--- src/rtl/reg_file_2r1w.sv ---
// Register file with one write port and two registered read ports; an init sweep clears every entry after reset.
// Optional write-through on read/write address collision: define RF_WR_BYPASS_EN.
module reg_file_2r1w #(
  parameter int                 DATA_W    = 16,
  parameter int                 ADDR_W    = 3,
  parameter logic [DATA_W-1:0]  RESET_VAL = '0
) (
  input  logic              CLK,
  input  logic              RST,
  input  logic              Wr_Enable,
  input  logic [ADDR_W-1:0] Wr_Addr,
  input  logic [DATA_W-1:0] Wr_Data,
  input  logic              Rd0_Enable,
  input  logic [ADDR_W-1:0] Rd0_Addr,
  output logic [DATA_W-1:0] Rd0_Data,
  output logic              Rd0_Valid,
  input  logic              Rd1_Enable,
  input  logic [ADDR_W-1:0] Rd1_Addr,
  output logic [DATA_W-1:0] Rd1_Data,
  output logic              Rd1_Valid,
  output logic              Busy,
  output logic              Req_Err
);

  localparam int DEPTH = 2 ** ADDR_W;
  localparam logic [ADDR_W:0] LAST_IDX = (ADDR_W + 1)'(DEPTH - 1);
  localparam logic [ADDR_W:0] PTR_ONE  = (ADDR_W + 1)'(1);

  typedef enum logic {ST_INIT, ST_READY} state_t;

  state_t              r_state;
  state_t              w_state_next;
  logic [ADDR_W:0]     r_init_ptr;
  logic                r_req_err;
  logic                w_busy;
  logic                w_init_we;
  logic                w_ready;
  logic                w_wr_we;
  logic                w_any_req;
  logic [DATA_W-1:0]   r_mem [DEPTH];

  logic [1:0]          w_rd_en;
  logic [ADDR_W-1:0]   w_rd_addr [2];
  logic [DATA_W-1:0]   r_rd_data [2];
  logic [1:0]          r_rd_valid;

  // FSM: state register
  always_ff @(posedge CLK) begin
    if (RST) r_state <= ST_INIT;
    else     r_state <= w_state_next;
  end

  // FSM: next state
  always_comb begin
    w_state_next = r_state;
    if (r_state == ST_INIT && r_init_ptr == LAST_IDX) w_state_next = ST_READY;
  end

  // FSM: outputs
  always_comb begin
    w_busy    = (r_state == ST_INIT);
    w_ready   = (r_state == ST_READY) && !RST;
    w_init_we = w_busy && !RST;
  end

  assign w_wr_we   = w_ready && Wr_Enable;
  assign w_any_req = Wr_Enable || Rd0_Enable || Rd1_Enable;

  always_ff @(posedge CLK) begin
    if (RST)                    r_init_ptr <= '0;
    else if (r_state == ST_INIT) r_init_ptr <= r_init_ptr + PTR_ONE;
  end

  // A request coincident with reset is dropped silently.
  always_ff @(posedge CLK) begin
    if (RST) r_req_err <= 1'b0;
    else     r_req_err <= w_busy && w_any_req;
  end

  // Storage has no reset; the sweep and user writes share the single write port.
  always_ff @(posedge CLK) begin
    if (w_init_we)    r_mem[r_init_ptr[ADDR_W-1:0]] <= RESET_VAL;
    else if (w_wr_we) r_mem[Wr_Addr] <= Wr_Data;
  end

  assign w_rd_en      = {Rd1_Enable, Rd0_Enable};
  assign w_rd_addr[0] = Rd0_Addr;
  assign w_rd_addr[1] = Rd1_Addr;

  genvar gi;
  generate
    for (gi = 0; gi < 2; gi++) begin : g_rd
      logic w_bypass;
`ifdef RF_WR_BYPASS_EN
      assign w_bypass = w_wr_we && (Wr_Addr == w_rd_addr[gi]);
`else
      assign w_bypass = 1'b0;
`endif
      always_ff @(posedge CLK) begin
        if (RST) begin
          r_rd_data[gi]  <= '0;
          r_rd_valid[gi] <= 1'b0;
        end else begin
          r_rd_valid[gi] <= w_ready && w_rd_en[gi];
          if (w_ready && w_rd_en[gi]) begin
            if (w_bypass) r_rd_data[gi] <= Wr_Data;
            else          r_rd_data[gi] <= r_mem[w_rd_addr[gi]];
          end
        end
      end
    end
  endgenerate

  assign Rd0_Data  = r_rd_data[0];
  assign Rd1_Data  = r_rd_data[1];
  assign Rd0_Valid = r_rd_valid[0];
  assign Rd1_Valid = r_rd_valid[1];
  assign Busy      = w_busy;
  assign Req_Err   = r_req_err;

endmodule

--- config.mk ---
export PLATFORM = sky130hd
export DESIGN_NAME = reg_file_2r1w
export DESIGN_NICKNAME = d
export VERILOG_FILES = /design/src/rtl/reg_file_2r1w.sv
export SDC_FILE = /design/constraint.sdc
export NUM_CORES = 1
export LEC_CHECK = 0
export BUFFER_PORTS_ARGS = -buffer_cell sky130_fd_sc_hd__buf_2
export CORE_ASPECT_RATIO = 1.2
export CORE_MARGIN = 5
export CORE_UTILIZATION = 59
export CTS_CLUSTER_DIAMETER = 150
export CTS_CLUSTER_SIZE = 25
export DETAILED_ROUTE_END_ITERATION = 6
export GPL_ROUTABILITY_DRIVEN = 1
export PLACE_DENSITY = 0.79
export SYNTH_ARGS = -nofsm -noshare
export SYNTH_HDL_FRONTEND = slang
export SYNTH_SLANG_ARGS = --single-unit
--- constraint.sdc ---
create_clock -name CLK -period 4.15 [get_ports CLK]
set_clock_uncertainty 0.15 [all_clocks]
set_input_delay 0.6225 -clock CLK [delete_from_list [all_inputs] [get_ports CLK]]
set_output_delay 0.6225 -clock CLK [all_outputs]
set_load 0.01 [all_outputs]
# ---- After elaboration in Yosys (flattened, before gate mapping)
# Memories as Yosys holds them, arrays and structs flattened.
# Index checks and enable logic that the tools add are counted.
dict set report word_totals {
  register_bits 8
  ram_bits 160
  n_memories 2
}
dict set report op_classes {
  addsub 1
  eq_ne 1
  mux 18
  n_bitwise 3
  reduce_logical 11
}
# name words word_bits read_ports rd_clocked_by_memory_dff write_ports line_no
set mem_list {}
lappend mem_list {r_mem 8 16 2 0 1 40} ;# logic [DATA_W-1:0] r_mem [DEPTH];
lappend mem_list {r_rd_data 2 16 2 0 2 44} ;# logic [DATA_W-1:0] r_rd_data [2];
# operator count
set op_table {}
lappend op_table {{two-way mux 16 bit} 3}
lappend op_table {{OR reduction 16 bit} 1}
lappend op_table {{two-way mux 1 bit} 14}
lappend op_table {{logical AND 1 bit} 7}
lappend op_table {{adder 4 x 1 -> 4 bit, second input constant} 1}
lappend op_table {{equality test 4 x 3 -> 1 bit, second input constant} 1}
lappend op_table {{two-way mux 3 bit} 1}
lappend op_table {{logical OR 1 bit} 2}
lappend op_table {{bitwise OR 1 bit} 2}
lappend op_table {{logical NOT 1 bit} 1}
lappend op_table {{inverter 1 bit} 1}

# ---- Longest topological paths before layout
dict set report depth {
  depth_word 8
  ltp_mapped 5
}

# ---- Worst setup path after synthesis
# OpenSTA, ideal clock, no wires.
dict set report synth_path {
  kind {input to register}
  from {input RST}
  to {memory r_mem[1][0] (enable)}
  setup_ns 0.409
  arrival_time_ns 2.562
  required_time_ns 3.591
  setup_slack_ns 1.029
  stages 4
  n_path_buf 1
  cell_sequence {and3b_1 buf_2 mux2_2 nor3_1}
}
dict set report synth_via {
  elab_chain_len 8
  elab_cells_between_ends 12
  cone_classes {mux (7); reduce/logical (5)}
}
# element line_no
set synth_rtl {}
lappend synth_rtl {{start: declaration} 9} ;# input logic RST,
lappend synth_rtl {{logical NOT 1 bit (*)} {62, 63}}
lappend synth_rtl {{logical AND 1 bit} 62} ;# w_ready = (r_state == ST_READY) && !RST;
lappend synth_rtl {{logical AND 1 bit} 66} ;# assign w_wr_we = w_ready && Wr_Enable;
lappend synth_rtl {{two-way mux 1 bit} 83} ;# else if (w_wr_we) r_mem[Wr_Addr] <= Wr_Data;
lappend synth_rtl {{two-way mux 1 bit} 82} ;# if (w_init_we) r_mem[r_init_ptr[ADDR_W-1:0]] <= RESET_VAL;
lappend synth_rtl {{two-way mux 1 bit (implied by the code)} 83}
lappend synth_rtl {{OR reduction 16 bit (no source line)} n/a}
lappend synth_rtl {{two-way mux 3 bit (no source line) / two-way mux 1 bit (equally long branches)} n/a}
lappend synth_rtl {{end: declaration} 40}
# Every way passes the cells marked *; elsewhere a longest branch is shown, timed or not.

# ---- Worst setup path after layout
dict set report layout_path {
  from {register r_state}
  to {memory r_mem[3][5] (enable)}
}
dict set report layout_via {
  elab_chain_len 7
  elab_cells_between_ends 12
  cone_classes {mux (7); bitwise (1); reduce/logical (4)}
}
# element line_no
set layout_rtl {}
lappend layout_rtl {{start: declaration} 31} ;# state_t r_state;
lappend layout_rtl {{start signal: assignment} 50} ;# else r_state <= w_state_next;
lappend layout_rtl {{logical AND 1 bit} 62}
lappend layout_rtl {{logical AND 1 bit} 66}
lappend layout_rtl {{two-way mux 1 bit} 83}
lappend layout_rtl {{two-way mux 1 bit} 82}
lappend layout_rtl {{two-way mux 1 bit (implied by the code)} 83}
lappend layout_rtl {{OR reduction 16 bit (no source line)} n/a}
lappend layout_rtl {{two-way mux 3 bit (no source line) / two-way mux 1 bit (equally long branches)} n/a}
# Parallel ways exist; a longest one is shown, timed or not.

==> results_dict.tcl <==
set metrics [dict create \
    startpoint_type "flip-flop" \
    area.sequential_sq_um 4960 \
    drcViolationCount 0 \
    fp.coreArea_sq_um 12100 \
    async_reset_ff_share_pct 0 \
    drive_gt1_share_pct 41.0 \
    netlist_instances 350 \
    synth_seq_area_share_pct 68.4 \
    fillerInstances 714 \
    crit_required_ps 4110 \
    power.density_nw_per_um2 427 \
    multi_input_area_sq_um 2150 \
    io_buffers 65 \
    cts_tree "done" \
    crit_arrival_ps 3000 \
    relSlewSlack_pct 26.9 \
    path_clk_slew_ps 60 \
    hpwl_mm 9.98 \
    cp_max_fo 14 \
    detail_route.wl_per_cell_microns 27.3 \
    ys.flop_type "edfxtp_1" \
    synthTopCellsByArea "edfxtp_1, mux4_2, a22o_1" \
    cap_violations 0 \
    rows 44 \
    synth-edff-count 160 \
    drt_first_pass_iters 5 \
    die_height_microns 132 \
    tns_ps 0 \
    area_growth_pct 13.8 \
    grt_pass1_vias 4290 \
    drt_iter0_drc 396 \
    drv_slew 0 \
    outcome "completed" \
    postCtsHoldBufs 0 \
    cts_resized 0 \
    die_area_sq_um 14600 \
    final_nets 452 \
    synth_top_area_share_pct 66.2 \
    overflow 0 \
    setup_viol 0 \
    cts_made_buffers 17 \
    worst_pin_slew_ps 1090 \
    synthTopCellsByCount "edfxtp_1, mux4_2, a22o_1" \
    wirelength_mm 16.2 \
    postCtsSetupBuffers 0 \
    syn_avg_cell_area_sq_um 20.7 \
    grt_setup_unrepaired "false" \
    synth_seq_cells 168 \
    synth_area_sq_um 7260 \
    place_inst 563 \
    hp-class "in -> reg" \
    ff2ff_path_depth 4 \
    synthesis.nets 381 \
    hold_violations 0 \
    yosysTopAreaCell "edfxtp_1" \
    ir_drop_v 0.000315 \
    synth_cell_types 30 \
    pin_count 66 \
    antenna-diode-count 0 \
    cts_root_buf "clkbuf_16" \
    final_min_period_over_clock_period_pct 73.3 \
    clock_latency_ps 420 \
    htree_levels 4 \
    vias_per_cell 6.52 \
    die_w_microns 111 \
    grt_usage_pct 23.1 \
    power_uw 3530 \
    hold_depth 2 \
    grt_pass1_wl_mm 24.8 \
    grt_max_degree 33 \
    detail-route-antenna-nets 0 \
    clock_sinks 168 \
    period_needed_ps 3040 \
    max_freq_mhz 329 \
    cts_buffer_depth 2 \
    ys_warn_count 0 \
    initial_utilization_pct 60.2 \
    globalplace.congestion 0.806 \
    p_leak_uw 0.00271 \
    critPathKind "reg -> reg" \
    fin_cells 595 \
    critPathCaptureType "flip-flop" \
    dr_total_vias 3877 \
    antenna_found_initial 0 \
    synth_most_common_cell "edfxtp_1" \
]
kinds of logic after synthesis:
kind of cell	synth area share, %
multiplexers	20.6
AND/OR/NAND/NOR	3.74
XOR/XNOR	0.362
buffers and inverters	2.53
flip-flops	68.4
AO/OA/AOI/OAI	4.15
adder cells (fa/ha/maj)	0.172
state kept, by name (all words and copies together) (netlist names):
signal      cells
Rd0_Valid       1
Rd1_Valid       1
Req_Err         1
r_init_ptr      4
r_mem         128
r_rd_data      32
r_state         1
path summary, 6_finish.rpt:
path	slack, ps	endpoint	startpoint
max reg2reg	1110	r_mem[3][5]	r_state
min	360	r_init_ptr[2]	RST
min reg2reg	420	r_init_ptr[3]	r_init_ptr[3]
max	1110	r_mem[3][5]	r_state
placed cells by master (no fill, tap or decap), types with 2 or more instances in the layout:
cell and n:
a22o_1 32, and2_1 18, and3b_1 4, buf_2 65, buf_4 13, clkbuf_1 9, clkbuf_16 17, clkbuf_8 2
clkinv_2 3, dfxtp_1 8, edfxtp_1 160, inv_1 2, mux2_2 2, mux2i_1 3, mux4_2 63, nor2_1 6
nor2b_2 2, nor3_1 2, nor3_2 8, or2_2 2, xnor2_1 2
report_power, final:
group | total [uW] | switching [uW] | internal, uW
registers | 1930 | 29.6 | 1900
logic | 223 | 116 | 107
clock network | 1370 | 579 | 795
total | 3530 | 725 | 2800
stage by stage:
stage	utilization [%]	setup slack (ps)	cell area (sq um)	hold slack (ps)
floorplan	-	1030	7260	355
global placement	64.3	1030	7750	388
detailed placement	64.3	922	7750	391
CTS	68.5	1160	8260	343
global route	68.5	981	8260	362
finish	68.5	1110	8260	364
worst max-delay path: stages (launching register included):
cell and delay (ps):
dfxtp_1 560, and3b_1 550, mux2_2 450, nor3_2 690, buf_4 320
routing by layer:
metal | track usage, % | part of all wire (%)
met3 | 4.14 | 7.7
met1 | 28.3 | 35
met5 | 0 | 0
met2 | 40.5 | 55
met4 | 9.67 | 2.8
final cells by class:
class	instances	share of cell area, %
Clock inverter	4	0.258
Timing Repair Buffer	78	5.12
Tap cell	161	2.44
Sequential cell	168	60.1
Multi-Input combinational cell	154	26.1
Inverter	2	0.0909
Clock buffer	28	5.89
Note: power is estimated with default switching activity, not from simulation.
